<file path="src/rtl/aes256_key_sched_ctrl.sv">
// Sequencer for the dual-rail AES-256 key expansion: walks words 8..59 with a spacer
// before every evaluation and checks each returned round-constant word for rail integrity.
module aes256_key_sched_ctrl #(
  parameter int ROUND = 4,
  parameter int WORD  = 32
) (
  input  logic             clk,
  input  logic             rst_n,
  input  logic             start,
  input  logic             clr_fault,
  input  logic [WORD-1:0]  rcon_T,
  input  logic [WORD-1:0]  rcon_F,
  output logic [ROUND-1:0] round_T,
  output logic [ROUND-1:0] round_F,
  output logic [1:0]       op_T,
  output logic [1:0]       op_F,
  output logic [5:0]       word_idx,
  output logic             word_we,
  output logic             busy,
  output logic             done,
  output logic             fault
);

  typedef enum logic [2:0] {S_IDLE, S_PRE, S_EVAL, S_DONE, S_FAULT} state_t;

  localparam logic [5:0] FIRST_W = 6'd8;
  localparam logic [5:0] LAST_W  = 6'd59;

  state_t           state;
  logic [WORD-1:0]  lane_ok;
  logic             rcon_ok;
  logic [1:0]       op_nxt;
  logic [ROUND-1:0] rnd_nxt;

  // Each rail pair must be exactly one-hot: never both low (spacer) nor both high.
  for (genvar g = 0; g < WORD; g++) begin : g_lane
    assign lane_ok[g] = (rcon_T[g] ^ rcon_F[g]) & ~(rcon_T[g] & rcon_F[g]);
  end
  assign rcon_ok = &lane_ok;

  assign word_we = (state == S_EVAL) && rcon_ok;

  // True-rail values for the word that the upcoming EVAL will produce.
  always_comb begin
    op_nxt  = 2'b00;
    rnd_nxt = '0;
    if (word_idx[2:0] == 3'd0) begin
      op_nxt  = 2'b10;
      rnd_nxt = ROUND'(word_idx[5:3]);
    end else if (word_idx[2:0] == 3'd4) begin
      op_nxt  = 2'b01;
    end
  end

  always_ff @(posedge clk or negedge rst_n) begin
    if (!rst_n) begin
      state    <= S_IDLE;
      round_T  <= '0;
      round_F  <= '0;
      op_T     <= '0;
      op_F     <= '0;
      word_idx <= '0;
      busy     <= 1'b0;
      done     <= 1'b0;
      fault    <= 1'b0;
    end else begin
      case (state)
        S_IDLE: begin
          if (start) begin
            state    <= S_PRE;
            word_idx <= FIRST_W;
            busy     <= 1'b1;
          end
        end
        S_PRE: begin
          state   <= S_EVAL;
          op_T    <= op_nxt;
          op_F    <= ~op_nxt;
          round_T <= rnd_nxt;
          round_F <= ~rnd_nxt;
        end
        S_EVAL: begin
          // Rails drop back to the spacer whatever happens next.
          op_T    <= '0;
          op_F    <= '0;
          round_T <= '0;
          round_F <= '0;
          if (!rcon_ok) begin
            state <= S_FAULT;
            fault <= 1'b1;
            busy  <= 1'b0;
          end else if (word_idx == LAST_W) begin
            state <= S_DONE;
            done  <= 1'b1;
            busy  <= 1'b0;
          end else begin
            state    <= S_PRE;
            word_idx <= word_idx + 6'd1;
          end
        end
        S_DONE: begin
          state    <= S_IDLE;
          done     <= 1'b0;
          word_idx <= '0;
        end
        S_FAULT: begin
          // word_idx keeps the failing word for debug until the fault is cleared.
          if (clr_fault) begin
            state    <= S_IDLE;
            fault    <= 1'b0;
            word_idx <= '0;
          end
        end
        default: state <= S_IDLE;
      endcase
    end
  end

endmodule

</file>
<file path="config.mk">
export PLATFORM = sky130hd
export DESIGN_NAME = aes256_key_sched_ctrl
export DESIGN_NICKNAME = d
export VERILOG_FILES = /design/src/rtl/aes256_key_sched_ctrl.sv
export SDC_FILE = /design/constraint.sdc
export NUM_CORES = 1
export LEC_CHECK = 0
export ABC_AREA = 1
export BUFFER_PORTS_ARGS = -buffer_cell sky130_fd_sc_hd__buf_2
export CORE_MARGIN = 2
export CORE_UTILIZATION = 35
export CTS_CLUSTER_SIZE = 8
export DETAILED_ROUTE_END_ITERATION = 8
export GPL_ROUTABILITY_DRIVEN = 0
export PLACE_DENSITY = 0.6
export SETUP_SLACK_MARGIN = 0.5
export SLEW_MARGIN = 20
export SYNTH_ARGS = -nofsm -noshare
export SYNTH_HDL_FRONTEND = slang
export SYNTH_SLANG_ARGS = --single-unit
export TNS_END_PERCENT = 1
</file>
<file path="constraint.sdc">
create_clock -name clk -period 2.4 [get_ports clk]
set_input_delay 0.48 -clock clk [delete_from_list [all_inputs] [get_ports clk]]
set_output_delay 0.48 -clock clk [all_outputs]
set_load 0.01 [all_outputs]
</file>
==> metrics <==
clk slew on worst S/H paths=0.09 ns; sequential share of power=about a third; Syn-to-layout area delta=41.9%; status=finished clean; initial antenna violation count=0; Syn. warnings=0; routed vias/inst=4.36; Clock Latency Late Sink=0.27 ns; Mapped Avg Cell Area=around 6.3 sq um; skew final=0.00386 ns; DRT Pass-1 Iters=4; CP Launch Type=primary input; io pins=90; die area=5900 sq um; 1st-iter DRT viols=47; Largest stage delay, worst path=around 0.18 ns; syn_nets=around 370; clock tree buffer depth=2; final core utilization=around 52%; fmax=0.509 GHz; Final Cycle Share=81.8%; DP Worst Slack=0.368 ns; internal power=1.02 mW; DRC viols=0; commonest non-fill, non-tap cell in the layout=nand2_1; global-route wire length before repair=roughly 8 mm; sequential share of the synthesized area=between 30% and 40%; Comb pwr share=about 53%; Antenna Cells=0; root buf cell=clkbuf_8; WL/cell=10.2 um; Final HPWL DP=around 3.7 mm; Max Slew Vio Count=0; simple-gate share of the synthesized area=between 40% and 50%; post-synthesis adder-cell area fraction=1.35%; P_sw=between 0.7 and 0.8 mW; Core Area=about 5100 sq um; Arrival @ worst endpoint=about 1.5 ns; worst IR drop on VDD=0.301 mV; Cell variety after synth=28; PortBufs=88; starting density of the core=approximately 36%; Routed WL=~4.7 mm; DRT antenna net count=0; Hold Path Class=in2async; worst endpoint required time=1.92 ns; Cells after Synth=295; mapped cell area=roughly 1900 sq um; htree depth=1; via count=slightly above 2,000; crit path kind=in2out; vias in the first global route=around 1,900; filler cell count=549; Compound-Gate Fraction of Synth Area=just over 5%; crit-path most repeated cell=nand2_1; Synth Area in XOR/XNOR=about 6.6%; clock network power share=~14%; main combinational cell family by area after synthesis=simple AND/OR/NAND/NOR gates; gr ovfl total=0; post-route setup slack=0.437 ns; CTS tree=built; total power=1.80 mW; Sw Share=43.5%; unrepaired setup endpoints after global routing=yes; endpoint class of the critical path=primary output; CP Cell Sequence=buf_2, xor2_2, nand2_1, nor2_1, nand2_1, nor2_2, nand3_2, inv_2, buf_6; die width=76.8 um; Power Density=between 600 and 700 nW/um^2; row count=26; most frequent cells in the layout=nand2_1, buf_2, nor2_1; flops & latches, synth=23; CTS buffer count=3; Hold Violations, Final=0; Pleak=about 1.5 nW; gr usage total=16.3%; post-synthesis mux area share=0%; final setup vio count=0; Hold Slack=0.158 ns; largest net degree at the start of global routing=24; MaxCap Viol Count=0; Hold Buf Count CTS=0; layout cells sized above 1=a little under two fifths; CP max stage cell=xor2_2; final period demand of the worst path=roughly 2.0 ns; nets=between 400 and 500; CP Max Fanout=2; setup tns final=0 ns; DIE HEIGHT=roughly 77 um; clock tree sinks=23
[power groups by stage]
stage / Combinational [mW] / Sequential [mW] / Clock, mW
floorplan: 0.559 / 0.659 / 0
global placement: 0.895 / 0.605 / 0
detailed placement: 0.895 / 0.611 / 0
CTS: 0.945 / 0.605 / 0.254
global route: 1.07 / 0.621 / 0.270
finish: 0.952 / 0.603 / 0.249
[metal layers]
| layer | share of wire, % | vias up | track usage, % |
|---|---|---|---|
| met4 | 1.0 | 0 | 4.36 |
| met1 | 44 | 871 | 20.3 |
| met5 | 0 | - | 0 |
| met3 | 5.3 | 7 | 3.41 |
| li1 | - | 1086 | - |
| met2 | 49 | 53 | 28.6 |
[worst max-delay path, delay by kind of cell]
kind	cells	cell delay, ns
buffers and inverters	3	0.29
XOR/XNOR	1	0.18
AND/OR/NAND/NOR	5	0.55
[synthesized netlist by cell type]
| cell type | instances | share of area (%) |
|---|---|---|
| dfrtp_1 | 23 | 31 |
| ha_1 | 2 | 1.3 |
| a21boi_1 | 1 | 0.40 |
| buf_4 | 1 | 0.40 |
| a32o_1 | 1 | 0.54 |
| inv_2 | 5 | 1.0 |
| nand3_1 | 20 | 5.4 |
| nor3_4 | 1 | 0.88 |
| inv_4 | 1 | 0.34 |
| nor2_2 | 3 | 1.0 |
| buf_2 | 2 | 0.54 |
| nand3_2 | 1 | 0.54 |
| nand2_4 | 4 | 2.4 |
| o21ai_0 | 4 | 1.1 |
| or2_4 | 2 | 0.94 |
| inv_1 | 35 | 7.1 |
| xnor2_1 | 1 | 0.47 |
| nand4_1 | 1 | 0.34 |
| a21oi_1 | 6 | 1.6 |
| conb_1 | 1 | 0.20 |
| nand2_2 | 2 | 0.67 |
| o22ai_2 | 1 | 0.67 |
| nor2_4 | 3 | 1.8 |
| nand2_1 | 103 | 21 |
| xor2_1 | 13 | 6.1 |
| nor2_1 | 54 | 11 |
| o21ai_1 | 3 | 0.81 |
| nor3_2 | 1 | 0.54 |
[final timing paths]
check	from	end	slack, ns	depth (start not counted)
setup reg to reg	word_idx[0]	word_idx[5]	0.93	7
hold reg to reg	done	done	0.48	2
setup / recovery	rcon_F[4]	word_we	0.44	9
min in group clk	done	done	0.48	2
max in group asynchronous	rst_n	state[2]	1.87	1
hold / removal	rst_n	busy	0.16	1
[what timing repair did]
action | 4_1_cts | 5_1_grt
gates resized for setup | 19 | 17
setup buffers | 8 | 1
endpoints found under the setup margin | 1 | 5
pin swaps | 9 | 16
[stage by stage]
step / instances / cell area, sq um
after floorplan: 295 / 1860
after global routing: 463 / 2630
after CTS: 462 / 2540
final: 463 / 2630
after detailed placement: 450 / 2370
after global placement: 450 / 2370
[state kept, by name (all words and copies together) (netlist names)]
signal and flops:
round_T 3, round_F 4, busy 1, word_idx 6, fault 1, op_F 2
done 1, state 3, op_T 2
[final cells by class]
type	count	area, sq um	area share [%]
clock buffers	3	41.3	1.57
multi-input cells	228	1190	45.4
repair buffers	97	571	21.7
flip-flops and latches	23	578	21.9
inverters	41	156	5.94
clock inverters	1	5.00	0.190
well taps	70	87.6	3.33
[logic make-up (layout without fill, tap and decap cells)]
| family | Yosys count | after routing |
|---|---|---|
| flip-flops | 23 | 23 |
| AND/OR/NAND/NOR | 195 | 195 |
| XOR/XNOR | 14 | 14 |
| adder cells (fa/ha/maj) | 2 | 2 |
| AO/OA/AOI/OAI | 16 | 16 |
| buffers and inverters | 44 | 142 |
| other | 1 | 1 |
Note: power is estimated with default switching activity, not from simulation.
